==> src/rtl/cursor_ctrl.sv <==
// Purpose: four-button cursor controller (sync, debounce, auto-repeat, bounded px/py, frame-latched sx/sy).
// Latency: 2 sync + DEBOUNCE_CYC debounce cycles to the first step, 1 cycle step->px/py, sx/sy on frame_start.
// Backpressure: none; buttons are free-running levels and frame_start is a strobe.
// Build option: define CURSOR_WRAP_EN for wrap-around at the edges instead of saturation.
module cursor_ctrl #(
    parameter int COORD_W      = 12,
    parameter int H_MAX        = 639,
    parameter int V_MAX        = 479,
    parameter int DEBOUNCE_CYC = 500000,
    parameter int REPEAT_DELAY = 25000000,
    parameter int REPEAT_RATE  = 5000000
) (
    input  logic               clk,
    input  logic               rst,
    input  logic               btn_up,
    input  logic               btn_down,
    input  logic               btn_left,
    input  logic               btn_right,
    input  logic               frame_start,
    output logic [COORD_W-1:0] sx,
    output logic [COORD_W-1:0] sy,
    output logic               moving
);

    localparam int DB_W   = $clog2(DEBOUNCE_CYC + 1);
    localparam int RP_MAX = (REPEAT_DELAY > REPEAT_RATE) ? REPEAT_DELAY : REPEAT_RATE;
    localparam int RP_W   = $clog2(RP_MAX + 1);

    localparam logic [DB_W-1:0]    DB_LAST = DB_W'(DEBOUNCE_CYC - 1);
    localparam logic [RP_W-1:0]    RD_LAST = RP_W'(REPEAT_DELAY - 1);
    localparam logic [RP_W-1:0]    RR_LAST = RP_W'(REPEAT_RATE - 1);
    localparam logic [COORD_W-1:0] H_TOP   = COORD_W'(H_MAX);
    localparam logic [COORD_W-1:0] V_TOP   = COORD_W'(V_MAX);
    localparam logic [COORD_W-1:0] H_MID   = COORD_W'(H_MAX / 2);
    localparam logic [COORD_W-1:0] V_MID   = COORD_W'(V_MAX / 2);
    localparam logic [COORD_W-1:0] ONE     = COORD_W'(1);

    typedef enum logic [1:0] {
        ST_IDLE,
        ST_DELAY,
        ST_REPEAT
    } state_t;

    // Bit order everywhere: 0 = up, 1 = down, 2 = left, 3 = right.
    logic [3:0]         w_btn;
    logic [3:0]         r_sync1;
    logic [3:0]         r_sync2;
    logic [3:0]         r_db;
    logic [DB_W-1:0]    r_dcnt [4];
    state_t             r_state [4];
    state_t             w_state_nxt [4];
    logic [RP_W-1:0]    r_rcnt [4];
    logic [RP_W-1:0]    w_rcnt_nxt [4];
    logic [3:0]         w_step;
    logic               w_up;
    logic               w_down;
    logic               w_left;
    logic               w_right;
    logic [COORD_W-1:0] r_px;
    logic [COORD_W-1:0] r_py;
    logic [COORD_W-1:0] w_px_nxt;
    logic [COORD_W-1:0] w_py_nxt;
    logic [COORD_W-1:0] r_sx;
    logic [COORD_W-1:0] r_sy;
    logic               r_moving;

    assign w_btn  = {btn_right, btn_left, btn_down, btn_up};
    assign sx     = r_sx;
    assign sy     = r_sy;
    assign moving = r_moving;

    // Synchronize raw buttons, then accept a level change only after DEBOUNCE_CYC stable cycles.
    always_ff @(posedge clk) begin
        if (rst) begin
            r_sync1 <= '0;
            r_sync2 <= '0;
            r_db    <= '0;
            for (int i = 0; i < 4; i++) r_dcnt[i] <= '0;
        end else begin
            r_sync1 <= w_btn;
            r_sync2 <= r_sync1;
            for (int i = 0; i < 4; i++) begin
                if (r_sync2[i] == r_db[i]) begin
                    r_dcnt[i] <= '0;
                end else if (r_dcnt[i] == DB_LAST) begin
                    r_db[i]   <= ~r_db[i];
                    r_dcnt[i] <= '0;
                end else begin
                    r_dcnt[i] <= r_dcnt[i] + 1'b1;
                end
            end
        end
    end

    // Auto-repeat state and interval counter per button.
    always_ff @(posedge clk) begin
        if (rst) begin
            for (int i = 0; i < 4; i++) begin
                r_state[i] <= ST_IDLE;
                r_rcnt[i]  <= '0;
            end
        end else begin
            for (int i = 0; i < 4; i++) begin
                r_state[i] <= w_state_nxt[i];
                r_rcnt[i]  <= w_rcnt_nxt[i];
            end
        end
    end

    // Next state and step strobe: step on press, on leaving DELAY, and every REPEAT_RATE in REPEAT.
    always_comb begin
        for (int i = 0; i < 4; i++) begin
            w_state_nxt[i] = r_state[i];
            w_rcnt_nxt[i]  = r_rcnt[i];
            w_step[i]      = 1'b0;
            if (!r_db[i]) begin
                w_state_nxt[i] = ST_IDLE;
                w_rcnt_nxt[i]  = '0;
            end else begin
                case (r_state[i])
                    ST_IDLE: begin
                        w_state_nxt[i] = ST_DELAY;
                        w_rcnt_nxt[i]  = '0;
                        w_step[i]      = 1'b1;
                    end
                    ST_DELAY: begin
                        if (r_rcnt[i] == RD_LAST) begin
                            w_state_nxt[i] = ST_REPEAT;
                            w_rcnt_nxt[i]  = '0;
                            w_step[i]      = 1'b1;
                        end else begin
                            w_rcnt_nxt[i] = r_rcnt[i] + 1'b1;
                        end
                    end
                    ST_REPEAT: begin
                        if (r_rcnt[i] == RR_LAST) begin
                            w_rcnt_nxt[i] = '0;
                            w_step[i]     = 1'b1;
                        end else begin
                            w_rcnt_nxt[i] = r_rcnt[i] + 1'b1;
                        end
                    end
                    default: begin
                        w_state_nxt[i] = ST_IDLE;
                        w_rcnt_nxt[i]  = '0;
                    end
                endcase
            end
        end
    end

    // Opposing steps in the same cycle cancel.
    assign w_up    = w_step[0] & ~w_step[1];
    assign w_down  = w_step[1] & ~w_step[0];
    assign w_left  = w_step[2] & ~w_step[3];
    assign w_right = w_step[3] & ~w_step[2];

    // Next position: edge is tested before moving so the coordinate never leaves 0..MAX.
    always_comb begin
        w_px_nxt = r_px;
        w_py_nxt = r_py;
        if (w_left) begin
            if (r_px == '0) begin
`ifdef CURSOR_WRAP_EN
                w_px_nxt = H_TOP;
`else
                w_px_nxt = '0;
`endif
            end else begin
                w_px_nxt = r_px - ONE;
            end
        end else if (w_right) begin
            if (r_px >= H_TOP) begin
`ifdef CURSOR_WRAP_EN
                w_px_nxt = '0;
`else
                w_px_nxt = H_TOP;
`endif
            end else begin
                w_px_nxt = r_px + ONE;
            end
        end
        if (w_up) begin
            if (r_py == '0) begin
`ifdef CURSOR_WRAP_EN
                w_py_nxt = V_TOP;
`else
                w_py_nxt = '0;
`endif
            end else begin
                w_py_nxt = r_py - ONE;
            end
        end else if (w_down) begin
            if (r_py >= V_TOP) begin
`ifdef CURSOR_WRAP_EN
                w_py_nxt = '0;
`else
                w_py_nxt = V_TOP;
`endif
            end else begin
                w_py_nxt = r_py + ONE;
            end
        end
    end

    // Position registers; sx/sy only follow px/py at frame start so a frame never tears.
    always_ff @(posedge clk) begin
        if (rst) begin
            r_px     <= H_MID;
            r_py     <= V_MID;
            r_sx     <= H_MID;
            r_sy     <= V_MID;
            r_moving <= 1'b0;
        end else begin
            r_px     <= w_px_nxt;
            r_py     <= w_py_nxt;
            r_moving <= |r_db;
            if (frame_start) begin
                r_sx <= r_px;
                r_sy <= r_py;
            end
        end
    end

endmodule

==> config.mk <==
export PLATFORM = sky130hd
export DESIGN_NAME = cursor_ctrl
export DESIGN_NICKNAME = d
export VERILOG_FILES = /design/src/rtl/cursor_ctrl.sv
export SDC_FILE = /design/constraint.sdc
export NUM_CORES = 1
export LEC_CHECK = 0
export BUFFER_PORTS_ARGS = -buffer_cell sky130_fd_sc_hd__buf_4
export CORE_UTILIZATION = 57
export CTS_CLUSTER_SIZE = 14
export DETAILED_ROUTE_END_ITERATION = 12
export GPL_ROUTABILITY_DRIVEN = 0
export PLACE_DENSITY_LB_ADDON = 0.1
export SYNTH_ARGS = -nofsm -noshare
export SYNTH_HDL_FRONTEND = slang
export SYNTH_SLANG_ARGS = --single-unit
==> constraint.sdc <==
create_clock -name clk -period 2.8 [get_ports clk]
set_input_delay 0.14 -clock clk [delete_from_list [all_inputs] [get_ports clk]]
set_output_delay 0.14 -clock clk [all_outputs]
set_load 0.005 [all_outputs]
After elaboration in Yosys (flattened, before gate mapping)

Memories as Yosys holds them, arrays and structs flattened.
Index checks and enable logic that the tools add are counted.

Bits in writable memories: 184
Flip-flop bits (word level): 61
Bits of input ports: 7
Memories kept: 3
Output and inout bits: 25

Mux-type cells: 119
Add/sub/neg operators: 12
Reduce and logical (&&, ||, !) cells: 13
$lt $le $gt $ge: 2
Equality and inequality tests: 24
Bitwise gates (word level): 36

Memory list:

| memory  | depth | width | rd ports | clocked after Yosys merged registers in | wr ports | RTL line | RTL |
|---|---|---|---|---|---|---|---|
| r_rcnt  | 4     | 25    | 4        | 0                                       | 4        | 52       | `logic [RP_W-1:0] r_rcnt [4];` |
| r_dcnt  | 4     | 19    | 4        | 0                                       | 4        | 49       | `logic [DB_W-1:0] r_dcnt [4];` |
| r_state | 4     | 2     | 4        | 0                                       | 4        | 50       | `state_t r_state [4];` |

Operators with widths:

| kind                  | number |
|---|---|
| $mux 25               | 16 |
| $mux 19               | 12 |
| $pmux 25 s2           | 4 |
| $add 25x1->25 const B | 4 |
| $eq 25x23->1 const B  | 4 |
| $eq 25x25->1 const B  | 4 |
| $mux 12               | 8 |
| $add 19x1->19 const B | 4 |
| $eq 19x19->1 const B  | 4 |
| $mux 1                | 59 |
| $add 12x1->12 const B | 2 |
| $logic_not 12->1      | 2 |
| $mux 2                | 12 |
| $pmux 2 s3            | 4 |
| $sub 12x1->12 const B | 2 |
| $or 1x1->1            | 20 |
| $ge 12x10->1 const B  | 1 |
| $ge 12x9->1 const B   | 1 |
| $not 1->1             | 12 |
| $pmux 1 s3            | 4 |
| $eq 2x1->1 const B    | 4 |
| $eq 2x2->1 const B    | 4 |
| $logic_not 2->1       | 4 |
| $reduce_and 2->1      | 4 |
| other kinds (4)       | 11 |

Depth between registers and ports, before layout

Gate-level depths: netlist (run 1).

Word-level depth: 8
Mapped depth: 13

Worst setup path before layout (run 1)

No wires, ideal clock.

Kind: register to register
Start: memory r_rcnt[0][0] (netlist bit)
End: register r_py[2]
Arrival time: 2842 ps
Cell stages (with the launch flop): 13
Required time: 2681 ps
Setup slack: -161 ps
Period minus slack after synthesis: 2961 ps
Cell sequence: dfxtp_1 ha_1 nand4_1 or2_2 nor4_1 a221oi_1 nor3b_1 ha_1 clkbuf_1 nor2_1 or4_1 o21ai_0 a2bb2oi_1

RTL lines:

| item                 | RTL line | RTL |
|---|---|---|
| start, declared      | 52       |  |
| end signal, assigned | 216      | `r_py <= w_py_nxt;` |
| end, declared        | 60       | `logic [COORD_W-1:0] r_py;` |

==> results of run 1 <==
synth_stat cells, types with 4 or more instances:
master,count,area [um^2]
a211o_1,17,148.9
a211oi_1,4,30.03
a21o_1,5,37.54
a21oi_1,27,135.1
a31oi_1,5,31.28
and2_1,6,37.54
and3_1,29,181.4
and4_1,16,140.1
buf_1,4,15.01
buf_2,10,50.05
clkbuf_1,40,150.1
dfxtp_1,169,3383
edfxtp_1,76,2282
ha_1,36,450.4
inv_1,48,180.2
mux2i_1,17,170.2
nand2_1,75,281.5
nand2b_1,11,68.82
nand3_1,91,455.4
nand3b_1,7,52.55
nand4_1,42,262.8
nor2_1,254,953.4
nor2b_1,29,181.4
nor3_1,48,240.2
nor4_1,22,137.6
nor4b_1,11,96.34
o21a_1,8,60.06
o21ai_0,23,115.1
o221ai_1,5,43.79
o22a_1,4,35.03
o31ai_1,5,37.54
or2_2,5,31.28
or3_1,8,50.05
or4_1,12,90.09
xnor2_1,79,691.9
xor2_1,97,849.6
worst max-delay path, cell delays in order, from the launching register on:
cell and delay, ns:
dfxtp_2 0.32, or4_1 0.50, or4_4 0.43, nor3_2 0.12
a211o_1 0.13, nand3b_1 0.14, ha_4 0.25, nor2b_2 0.14
nand2_1 0.08, a32oi_2 0.24, nand3_1 0.10, a22o_1 0.24
final timing paths:
path,to,slack (ns),depth (start not counted)
min,moving,0.04,2
max,r_px[4],0.01,11
max reg2reg,r_px[4],0.01,11
min reg2reg,r_sync2[3],0.45,1
repair_timing:
item | 4_1_cts | 5_1_grt
buffers inserted | 3 | 9
setup endpoints to repair | 21 | 23
hold endpoints to repair | 4 | 0
gates cloned | 0 | 0
gates resized for setup | 17 | 65
pin swaps | 4 | 30
hold buffers | 4 | 0
metrics by stage:
step                cells  hold WS [ns]  utilization [%]
floorplan            1465        0.2682                -
global placement     1839        0.3580            65.07
detailed placement   1839        0.3605            65.07
CTS                  1898       0.03299            70.10
global route         1907       0.07786            71.54
finish               1907       0.04302            71.54
cells in the final DEF, fill, tap and decap left out, types with 20 or more instances in the layout:
cell / n
ha_1: 32
nor3_1: 44
nand4_1: 42
buf_4: 156
nand2_1: 74
nor2_1: 251
nor2b_1: 28
a21oi_1: 22
dfxtp_1: 160
xor2_1: 97
edfxtp_1: 76
nor4_1: 20
xnor2_1: 79
inv_1: 47
and3_1: 29
conb_1: 76
clkbuf_16: 29
nand3_1: 91
power by group:
group          internal (mW)  switching [mW]  total, mW
Sequential              3.72          0.0568       3.78
Combinational         0.0786          0.0988      0.177
Clock                   2.22            1.43       3.66
Total                   6.02            1.59       7.61
flip-flops by register name (all words and copies together), names as in the netlist:
register  cells
sy           12
r_dcnt       76
r_sync2       4
moving        1
r_py         12
r_state       8
r_db          4
r_rcnt      100
sx           12
r_px         12
r_sync1       4
final cells by class:
type / count / area [um^2]
Tap cell: 280 / 350.3
Sequential cell: 245 / 5677
Clock buffer: 44 / 872.1
Multi-Input combinational cell: 1116 / 7127
Clock inverter: 8 / 71.32
Inverter: 48 / 180.2
Timing Repair Buffer: 166 / 1287
Fill cell: 1625 / 6191
kinds of logic (layout without fill, tap and decap cells):
group                      after synthesis  in the layout  synth area share, %
AOI/OAI and AO/OA                      129            129                7.385
xor gates and xnor gates               176            176                12.23
adders and majority gates               36             36                3.574
buffers and inverters                  104            266                3.315
DFF                                    245            245                44.95
muxes                                   17             17                1.350
other                                    1             76              0.02975
and+or+nand+nor                        682            682                27.17
metal layers:
metal	share of wire [%]	global-route usage (%)	vias up
li1	-	-	5228
met3	3.1	3.242	47
met4	2.1	6.950	0
met1	46	30.11	4905
met5	0	0	-
met2	48	40.14	150
==> results by stage, run 1 <==
Setup path:
- The critical path is of the reg -> reg type.
- The element type at the critical path end is a flip-flop.
- Of all nets on the critical path, the largest fanout is 7.
- The startpoint of the worst-slack reg-to-reg timing path is r_rcnt[3][21].
- The critical path required time is roughly 3.2 ns.
- The worst setup path is launched from a flip-flop.
- The signal arrival time at the worst endpoint is around 3.2 ns.
- The timing startpoint of the critical path is r_rcnt[3][21].

Global route:
- Entering global routing, the biggest net connects 47 pins.
- After global routing the overflow that remains totals 0.
- The initial antenna violation count is 1.
- The first global-routing pass estimated about 44,000 um of wire.
- For this run, the total global-route usage over all layers was measured as approximately a quarter.
- The via count of the first global-routing pass is 9,630.

Logic synthesis:
- The number of synthesized flops with an enable pin is 76.
- The number of different library cells used by synthesis comes to between 60 and 70.
- The share of the Yosys chip area taken by registers is between 40% and 50%.
- In this run, synthesis produced a sequential element count of roughly 250.
- Averaged over all synthesized cells, the footprint is between 9 and 10 um^2.
- Of all flip-flops after synthesis, the portion carrying an async set or reset was 0%.
- The number of warnings printed during yosys synthesis is 0.
- After synthesis the cells add up to between 10,000 and 15,000 um^2.
- The synthesized instance count is 1,390.
- In the synthesized netlist the dominant register cell turns out to be dfxtp_1.

Clock tree:
- The tree built by TritonCTS fans out to 245 sinks.
- The CTS tree is yes.
- The clock-pin transition on the worst setup and hold timing paths is about 0.060 ns.
- The longest clock path from root to sink contains 3 buffers.
- The later-pin clock latency in the skew report is around 0.54 ns.
- In this run the number of H-tree levels came out at 1.
- The CTS buffer count is 28.
- The tree is rooted in a clkbuf_16.

Pwr:
- For this design the static power due to leakage is between 5 and 6 nW.
- In this run the power density over the cells is around 490 nW/um^2.
- The worst vdd rail ir drop is roughly 470 uV.
- The overall power is roughly 7.6 mW.

Final layout:
- The number of nets in the layout is 1,648.
- The cell area after layout is 15,560 um^2.
- Relative to the synthesized area, the layout overhead comes to 23.49%.
- The fraction of layout cells with a size suffix above 1 is between 10% and 20%.
- The repair_antennas step left the layout with diodes totalling 0.

Run status:
- The flow ran to the end, and the final reports show no timing, DRC or antenna violations.

Die:
- Measured along the x axis, the die boundary spans 150.7 um.
- The floorplan die area is between 20,000 and 25,000 um^2.
- The die is between 150 and 200 um tall.
- The number of placement rows is 54.
- The number of I/O pins is 32.
- The core region is 21,760 um^2.
- Once the floorplan was initialized, standard cells occupied about 58% of the core.

STA:
- After layout, the worst setup slack is 0.009916 ns.
- The setup TNS is 0 ns.
- The final number of max-transition violations came to 0.
- Static timing analysis puts the maximum clock frequency at about 0.36 GHz.
- Setup violations remaining at the end of the flow were counted as 0.
- The share of the clock period used by the worst path after layout is around 100%.
- The worst pin sits at a relative slew slack of a little under half.
- For the pin with the worst max-slew slack, the measured transition is between 0.8 and 0.9 ns.
- The final hold violation count is 0.
- The worst path in the final design needs a cycle of between 2 and 3 ns, including I/O delays and setup.
- Setup repair after global routing could not meet its margin everywhere.
- The final clock skew is between 0.01 and 0.015 ns.

Drt:
- The via count is around 10k.
- The first TritonRoute pass finished after 5 iterations.
- The average wire per standard cell is roughly 14 um.
- The remaining antenna violation count is 0.
- The post-detailed-route DRC marker count is 0.
- Using the TritonRoute via totals, the vias-per-cell ratio works out to 5.417.
- Wires add up to around 27,000 um.
- After the first detailed-routing iteration, the DRC count stood at between 400 and 500.

Job:
- The tool flagged a number of max-cap violations equal to 0.

Place:
- Prior to clock tree synthesis, the placed netlist has a worst setup slack of -0.2139 ns.
- The count of buffers added on input and output ports is 31.
- The post-detailed-placement half-perimeter wirelength is between 15,000 and 20,000 um.
- The placed instance area is approximately 14,000 um^2.

Worst hold path:
- The class of the worst hold path is in -> reg.
- In this run the most critical hold path is launched from rst.
(Power assumes the default switching activity.)
==> run 2, diff against run 1 <==
Settings changed: CORE_UTILIZATION 57 to 55.
==> run 2 against run 1 <==
The flow now finishes with violations (setup timing). Die area rose by 3.6%. Flip-flop and latch count did not move. Fmax fell by 1.8%. First-iteration DRC count rose by 11%. Critical path type unchanged. Largest power group unchanged.
==> results by stage, run 2 (same netlist as run 1, synthesis figures left out) <==
STA:
- The final number of max-transition violations is 0 (unchanged).
- The final clock skew is 0.01021 ns (-0.002744 ns).
- The final hold violation count is 0 (unchanged).
- The worst max-slew margin expressed relative to the limit was 46.20% (+0.85 points).
- The setup TNS is -0.04219 ns (-0.04219 ns).
- The shortest clock period the worst path allows after layout is 2.842 ns (+0.05210 ns).
- The number of setup violations in the final report was 1 (+1).
- The maximum clock frequency is 0.3518 GHz (-1.8%).
- The transition at the pin with the smallest max-transition slack was 0.8008 ns (-0.01261 ns).
- Setup repair after global routing could not meet its margin everywhere.
- The worst-case setup margin in the final layout is -0.04219 ns (-0.05210 ns).
- The share of the clock period used by the worst path after layout is 101.5% (+1.9 points).

Setup path:
- The critical path ends at r_py[5].
- The signal arrival time at the worst endpoint is 3.29 ns (+0.07 ns).
- The critical path required time is 3.24 ns (about the same).
- The worst setup path is captured at a flip-flop.
- The critical path's top delay family is simple AND/OR/NAND/NOR gates.
- The largest driver fanout on the critical path is 5 (-2).
- In this run the critical register-to-register path is launched from r_rcnt[0][0].
- The path length in cells of the critical path is 12 (+1).
- The worst reg2reg path depth is 12 (+1).
- The cell with the largest stage delay on the worst path is or4_1.
- The critical path start-end classification is reg -> reg.
- The timing startpoint of the critical path is r_rcnt[0][0].
- The critical path buffer and inverter count is 1 (+1).
- The endpoint of the worst register-to-register path is r_py[5].
- The critical path goes through ha_2, nand4_1, or2_4, nor4_4, a221oi_2, nor3b_2, buf_4, ha_4, o31ai_2, or4_1, o31a_1, o221ai_1.
- STA classifies the critical path startpoint as a flip-flop.
- The longest individual stage delay on the worst path is 0.51 ns (about the same).
- The flop-to-flop setup slack was -0.04 ns (-0.05 ns).

Drt:
- The via count is 10.10k (-2.3%).
- The count of routing violations after the opening detailed-route iteration is 485 (+11%).
- The detailed-routed wire length on met3 was 1129 um (+35%).
- The met2 wire length came to 11,780 um (-9.6%).
- The average wire per standard cell is 13.46 um (-4.7%).
- The wire length after detailed routing is 25,500 um (-5.4%).
- The post-detailed-route via-to-cell ratio is 5.330 (-1.6%).
- The post-detailed-route DRC marker count came to 0 (unchanged).
- The remaining antenna violation count is 0 (unchanged).
- The number of optimization iterations in the first detailed-route pass came to 4 (-1).
- The top routing layer in use is met4.
- The post-route met1 wirelength is 12,040 um (-3.7%).

Die:
- The area of the core region came to 22,570 um^2 (+3.7%).
- The height of the die came to 153.4 um (+1.8%).
- The die extent in x is 153.4 um (+1.8%).
- The number of I/O pins is 32 (unchanged).
- The floorplan die area is 23,530 um^2 (+3.6%).
- The initial core utilization is 55.84% (-2.1 points).
- The number of placement rows was 55 (+1.9%).

Final layout:
- The register with the most flip-flops in the final layout is r_rcnt.
- The number of flip-flops under the largest register name is 100 (unchanged).
- In the layout the commonest cells are nor2_1 (252), dfxtp_1 (160), buf_4 (142).
- The fraction of layout cells with a size suffix above 1 came to 15.60% (-1.7 points).
- The cell area after layout is 15,270 um^2 (-1.9%).
- The number of diodes added for antenna fixing is 0 (unchanged).
- The largest registers in the layout are r_rcnt (100), r_dcnt (76).
- The number of nets in the layout is 1,632 (-0.97%).
- The library cell used most frequently in the layout, excluding fill and tap cells, is nor2_1.
- The post-synthesis to final-layout area growth is 21.15%.

Clock tree:
- The CTS root buffer is clkbuf_16.
- The deepest clock path buffer count came to 3 (unchanged).
- The H-tree depth is 1 (unchanged).
- The CTS buffer count is 27 (-3.6%).
- The number of sinks driven by the clock tree is 245 (unchanged).
- TritonCTS built the clock tree.
- The clock-pin transition on the worst setup and hold timing paths is 0.06 ns (about the same).
- The later-pin clock latency in the skew report is 0.53 ns (about the same).

Pwr:
- The power density over cell area was 477.8 nW/um^2 (-2.3%).
- The reported leakage power came to 5.610 nW (-2.1%).
- The worst vdd rail ir drop is 534.7 uV (+15%).

Place:
- The count of buffers inserted at the top-level ports is 31 (unchanged).
- The post-detailed-placement half-perimeter wirelength came to 17,470 um (-2.6%).
- The placed instance area is 14,070 um^2 (-0.59%).

Global route:
- The via count of the first global-routing pass was 9,591 (-0.40%).
- The wire length of the first global-routing pass was 43,790 um (about the same).
- The initial antenna violation count is 0 (-1).
- The maximum number of pins on one net before global-route repair is 42 (-11%).
- The global router's overall resource usage is 21.86% (-1.4 points).
- The total overflow reported by the global router is 0 (unchanged).

Run status:
- The checks that failed: setup timing.
- The flow ran to the end, but the final reports show violations.

Worst hold path:
- The min-delay analysis places its worst path in the category in -> reg.

Job:
- The max-capacitance violation count is 0 (unchanged).
[run 2: changes by cell type in the layout (fill, tap and decap cells not counted), moves of 3 or more]
cell and delta:
buf_4 -14, clkbuf_1 -3, clkinv_1 +4, o221ai_1 +4, o221ai_2 -4
[run 2: metal layers]
metal  up-vias  track usage [%]
met5         -                0
met4         0            5.762
met3        45            4.111
met2       137            36.49
met1      4708            29.05
li1       5205                -
[run 2: what timing repair did]
item	CTS	global route
setup buffers	4	5
endpoints found under the setup margin	20	21
resized for setup	23	42
pin swaps	17	21
hold buffers	4	0
endpoints found under the hold margin	4	0
cloned	0	1
[run 2: worst register-to-register path, cell delays in order (launching register included)]
cell and delay [ns]:
dfxtp_2 0.33, ha_2 0.17, nand4_1 0.12, or2_4 0.29, nor4_4 0.33, a221oi_2 0.12, nor3b_2 0.17, buf_4 0.16
ha_4 0.17, o31ai_2 0.09, or4_1 0.51, o31a_1 0.15, o221ai_1 0.16
[run 2: how the worst min path moves through the flow]
stage / startpoint / end / slack [ns] / cells after the start
after global routing: rst / sx[6] / 0.04 / 2
after floorplan: btn_up / r_sync1[0] / 0.27 / 1
after global placement: btn_left / r_sync1[2] / 0.36 / 2
after CTS: rst / sx[6] / 0.01 / 2
final: rst / sx[6] / 0.03 / 2
after detailed placement: btn_left / r_sync1[2] / 0.37 / 2
[run 2: area by class of cell]
type                       count  area, um^2
sequential                   245        5677
clock buffer                  37       783.3
clock inverter                12       62.56
fill                        1834        7301
tap                          285       356.6
inverter                      48       180.2
timing repair buffer         151        1165
multi-input combinational   1116        7047
[run 2: power breakdown]
part           switching (mW)  internal, mW  total [mW]
logic                  0.0978        0.0795       0.177
clock network            1.40          1.94        3.34
registers              0.0570          3.72        3.78
[run 2: through the flow]
| step | hold slack (ns) | utilization (%) | cells | setup WS, ns | power, mW |
|---|---|---|---|---|---|
| 2_1_floorplan | 0.2682 | - | 1465 | 0.02627 | 3.967 |
| 3_3_place_gp | 0.3606 | 62.34 | 1832 | -0.07864 | 4.020 |
| 3_5_place_dp | 0.3660 | 62.34 | 1832 | -0.1827 | 4.023 |
| 4_1_cts | 0.01052 | 66.82 | 1889 | -0.05452 | 7.393 |
| 5_1_grt | 0.03888 | 67.66 | 1894 | -0.1993 | 7.551 |
| 6_report | 0.02842 | 67.66 | 1894 | -0.04219 | 7.296 |
==> run 3, diff against run 2 <==
Settings changed: ABC_AREA from default to 1, CTS_CLUSTER_SIZE 14 to 24.
==> run 3 against run 2 <==
Largest power group unchanged. Critical path depth increased by 2. First-iteration DRC count increased by 55%. Flip-flop and latch count unchanged. Total power is 3.9% higher. Critical endpoint is now r_py[8]. Critical path type unchanged. Sequential share of layout area is 1.6 points lower. Synthesized area up 13%. Hold slack gained 0.35 ns. Die area grew 12%. Via count is 23% higher. Global-route usage increased by 1.2 points. The flow now finishes without violations.
==> results by stage, run 3 <==
STA:
- The setup TNS is 0 ns (+0.04219 ns).
- The final clock skew came to 0.02130 ns (+0.01109 ns).
- The worst hold slack after final layout is 0.3775 ns (+0.3490 ns).
- Setup repair after global routing left no endpoint under its margin.
- The worst max-slew margin expressed relative to the limit came to 62.27% (+16 points).
- The transition at the pin with the smallest max-transition slack was 0.5648 ns (-0.2360 ns).
- The share of the clock period used by the worst path after layout was 88.56% (-13 points).
- The final hold violation count is 0 (unchanged).
- The final number of max-transition violations is 0 (unchanged).
- The number of setup violations in the final report is 0 (-1).
- The shortest clock period the worst path allows after layout is 2.480 ns (-0.3625 ns).
- The maximum clock frequency is 0.4033 GHz (+15%).

Clock tree:
- The deepest clock path buffer count is 3 (unchanged).
- The later-pin clock latency in the skew report came to 0.55 ns (+0.02 ns).
- The H-tree depth is 1 (unchanged).
- The CTS buffer count came to 28 (+3.7%).
- The number of buffers added for setup after CTS is 0 (-4).
- The number of sinks driven by the clock tree is 245 (unchanged).
- The CTS tree is yes.
- The clock-pin transition on the worst setup and hold timing paths was 0.06 ns (about the same).
- The CTS root buffer is clkbuf_16.

Final layout:
- The fraction of layout cells with a size suffix above 1 was 6.723% (-8.9 points).
- The library cell used most frequently in the layout, excluding fill and tap cells, is nand2_1.
- The number of nets in the layout is 2,148 (+32%).
- The area growth from synthesis to layout is 12.30%.
- The number of diodes added for antenna fixing is 0 (unchanged).
- The cell area after layout is 15,930 um^2 (+4.3%).
- Ranked by flip-flop count, first place goes to r_rcnt.
- The number of flip-flops under the largest register name is 100 (unchanged).
- In the layout the commonest cells are nand2_1 (443), nor2_1 (378), inv_1 (254).
- The number of cells in the finished layout apart from fillers is 2,457 (+30%).
- The largest registers in the layout are r_rcnt (100), r_dcnt (76).

Setup path:
- STA classifies the critical path endpoint as a flip-flop.
- Walking the worst path, the cells encountered are ha_1, nand3_2, inv_2, nand2_2, nor2_1, nand3_1, nand2_1, o21ai_0, inv_1, ha_2, inv_1, nand2_1, nor2_1, nor2_1.
- The signal arrival time at the worst endpoint is 2.90 ns (-0.39 ns).
- The cell with the largest stage delay on the worst path is dfxtp_1.
- The largest driver fanout on the critical path is 13 (+8).
- The critical path required time is 3.22 ns (-0.02 ns).
- The sort of element at the start of the critical path is a flip-flop.
- The longest individual stage delay on the worst path is 0.44 ns (-0.07 ns).
- The cell family contributing the most delay on the critical path is simple AND/OR/NAND/NOR gates.
- The critical path start-end classification is reg -> reg.
- The most repeated library cell on the critical path is nor2_1.
- The critical path buffer and inverter count is 3 (+2).

Logic synthesis:
- The mean post-synth cell area is 7.124 um^2 (-21%).
- The synthesized instance count is 1,991 (+43%).
- The register area share after synthesis is 39.94% (-5.0 points).
- The number of different library cells in the post-synthesis netlist is 42 (-36%).
- The number of warnings printed during yosys synthesis was 0 (unchanged).
- By area the synthesized netlist is led by dfxtp_1 (24%), edfxtp_1 (16%), nand2_1 (12%), nor2_1 (10%), inv_1 (6.7%).
- In the synthesized netlist, the cells that appear most often are nand2_1 (443), nor2_1 (378), inv_1 (254).
- dfxtp_1 takes more of the synthesized area than any other cell.
- The share of flip-flops with an asynchronous set or reset after synthesis came to 0% (unchanged).
- The commonest register cell after synthesis is dfxtp_1.
- The synthesized flop and latch total is 245 (unchanged).
- The portion of synthesized cell area occupied by the leading cell type was 23.85% (-3.0 points).
- The most common cell in the synthesized netlist is nand2_1.
- The post-synth design cell area is 14,180 um^2 (+13%).
- The number of synthesized flops with an enable pin is 76 (unchanged).

Drt:
- The remaining antenna violation count was 0 (unchanged).
- The count of routing violations after the opening detailed-route iteration is 750 (+55%).
- The number of optimization iterations in the first detailed-route pass came to 5 (+1).
- The wire length after detailed routing is 29,580 um (+16%).
- The post-detailed-route DRC marker count was 0 (unchanged).
- The post-detailed-route via-to-cell ratio is 5.044 (-5.4%).
- The via count is 12.39k (+23%).
- The average wire per standard cell is 12.04 um (-11%).

Die:
- The height of the die is 162.6 um (+6.0%).
- The area of the core region came to 25,250 um^2 (+12%).
- The initial core utilization is 56.17% (+0.33 points).
- The number of placement rows is 58 (+5.5%).
- The die extent in x came to 162.6 um (+6.0%).
- The number of I/O pins is 32 (unchanged).
- The floorplan die area is 26,440 um^2 (+12%).

Place:
- The post-detailed-placement half-perimeter wirelength is 21,560 um (+23%).
- The placed instance area is 14,930 um^2 (+6.1%).
- The instance count after placement with tap cells included came to 2,397 (+31%).
- The count of buffers inserted at the top-level ports is 31 (unchanged).

Run status:
- The run finished with clean final reports.

Job:
- The max-capacitance violation count is 0 (unchanged).

Global route:
- The maximum number of pins on one net before global-route repair is 38 (-9.5%).
- The global router's overall resource usage is 23.03% (+1.2 points).
- The wire length of the first global-routing pass came to 51,560 um (+18%).
- The initial antenna violation count was 0 (unchanged).
- The total overflow reported by the global router is 0 (unchanged).
- The via count of the first global-routing pass came to 11.71k (+22%).

Pwr:
- The reported leakage power is 6.417 nW (+14%).
- The power density over cell area was 475.9 nW/um^2 (-0.39%).
- The worst vdd rail ir drop is 466.0 uV (-13%).

Worst hold path:
- The tightest min-delay check is of the in -> reg type.
-- run 3: kinds of logic after synthesis --
group / Yosys count / synth area share (%)
AOI/OAI and AO/OA: 143 / 5.460
other: 1 / 0.02644
DFF: 245 / 39.94
adders and majority gates: 36 / 3.175
buffers and inverters: 294 / 8.406
xor gates and xnor gates: 126 / 7.780
and+or+nand+nor: 1146 / 35.21
-- run 3: worst reg2reg max path: stages (launching register included) --
cell	delay (ns)
dfxtp_1	0.44
ha_1	0.24
nand3_2	0.14
inv_2	0.12
nand2_2	0.09
nor2_1	0.16
nand3_1	0.10
nand2_1	0.07
o21ai_0	0.07
inv_1	0.07
ha_2	0.34
inv_1	0.31
nand2_1	0.10
nor2_1	0.09
nor2_1	0.05
-- run 3: final timing paths --
path | startpoint | endpoint | slack [ns] | depth (start not counted)
setup / recovery | r_rcnt[0][0] | r_py[8] | 0.32 | 14
hold / removal | btn_down | r_sync1[1] | 0.38 | 4
setup reg to reg | r_rcnt[0][0] | r_py[8] | 0.32 | 14
hold reg to reg | r_sync1[3] | r_sync2[3] | 0.41 | 2
-- run 3: metrics by stage --
step | util (%) | worst slack [ns] | power [mW]
floorplan | - | 0.6031 | 3.988
global placement | 59.10 | 0.2070 | 4.059
detailed placement | 59.10 | 0.08695 | 4.064
CTS | 63.03 | 0.07746 | 7.662
global route | 63.08 | 0.07555 | 7.841
finish | 63.08 | 0.3204 | 7.582
-- run 3: layer usage --
layer	wire length (um)	global-route usage [%]	vias up
met5	0	0	-
met2	13990	39.76	215
met1	13830	30.31	5620
li1	-	-	6504
met4	663	6.372	0
met3	1105	2.725	54
-- run 3: timing repair --
action / 4_1_cts / 5_1_grt
endpoints found under the setup margin: 0 / 19
resized for setup: 0 / 4
hold buffers: 8 / 0
endpoints found under the hold margin: 15 / 0
-- run 3: report_power, final --
part           switching (mW)  leakage, nW  total, mW  internal (mW)
clock network            1.45        0.453       3.58           2.13
logic                   0.130         3.81      0.211         0.0806
registers              0.0605         2.15       3.79           3.73
total                    1.64         6.42       7.58           5.94
-- run 3: area by class of cell --
class	count	area (um^2)
inverters	260	975.9
clock buffers	40	827.0
multi-input cells	1527	7621
flip-flops and latches	245	5665
clock inverters	12	85.08
well taps	330	412.9
repair buffers	43	342.8
fillers	2334	9324
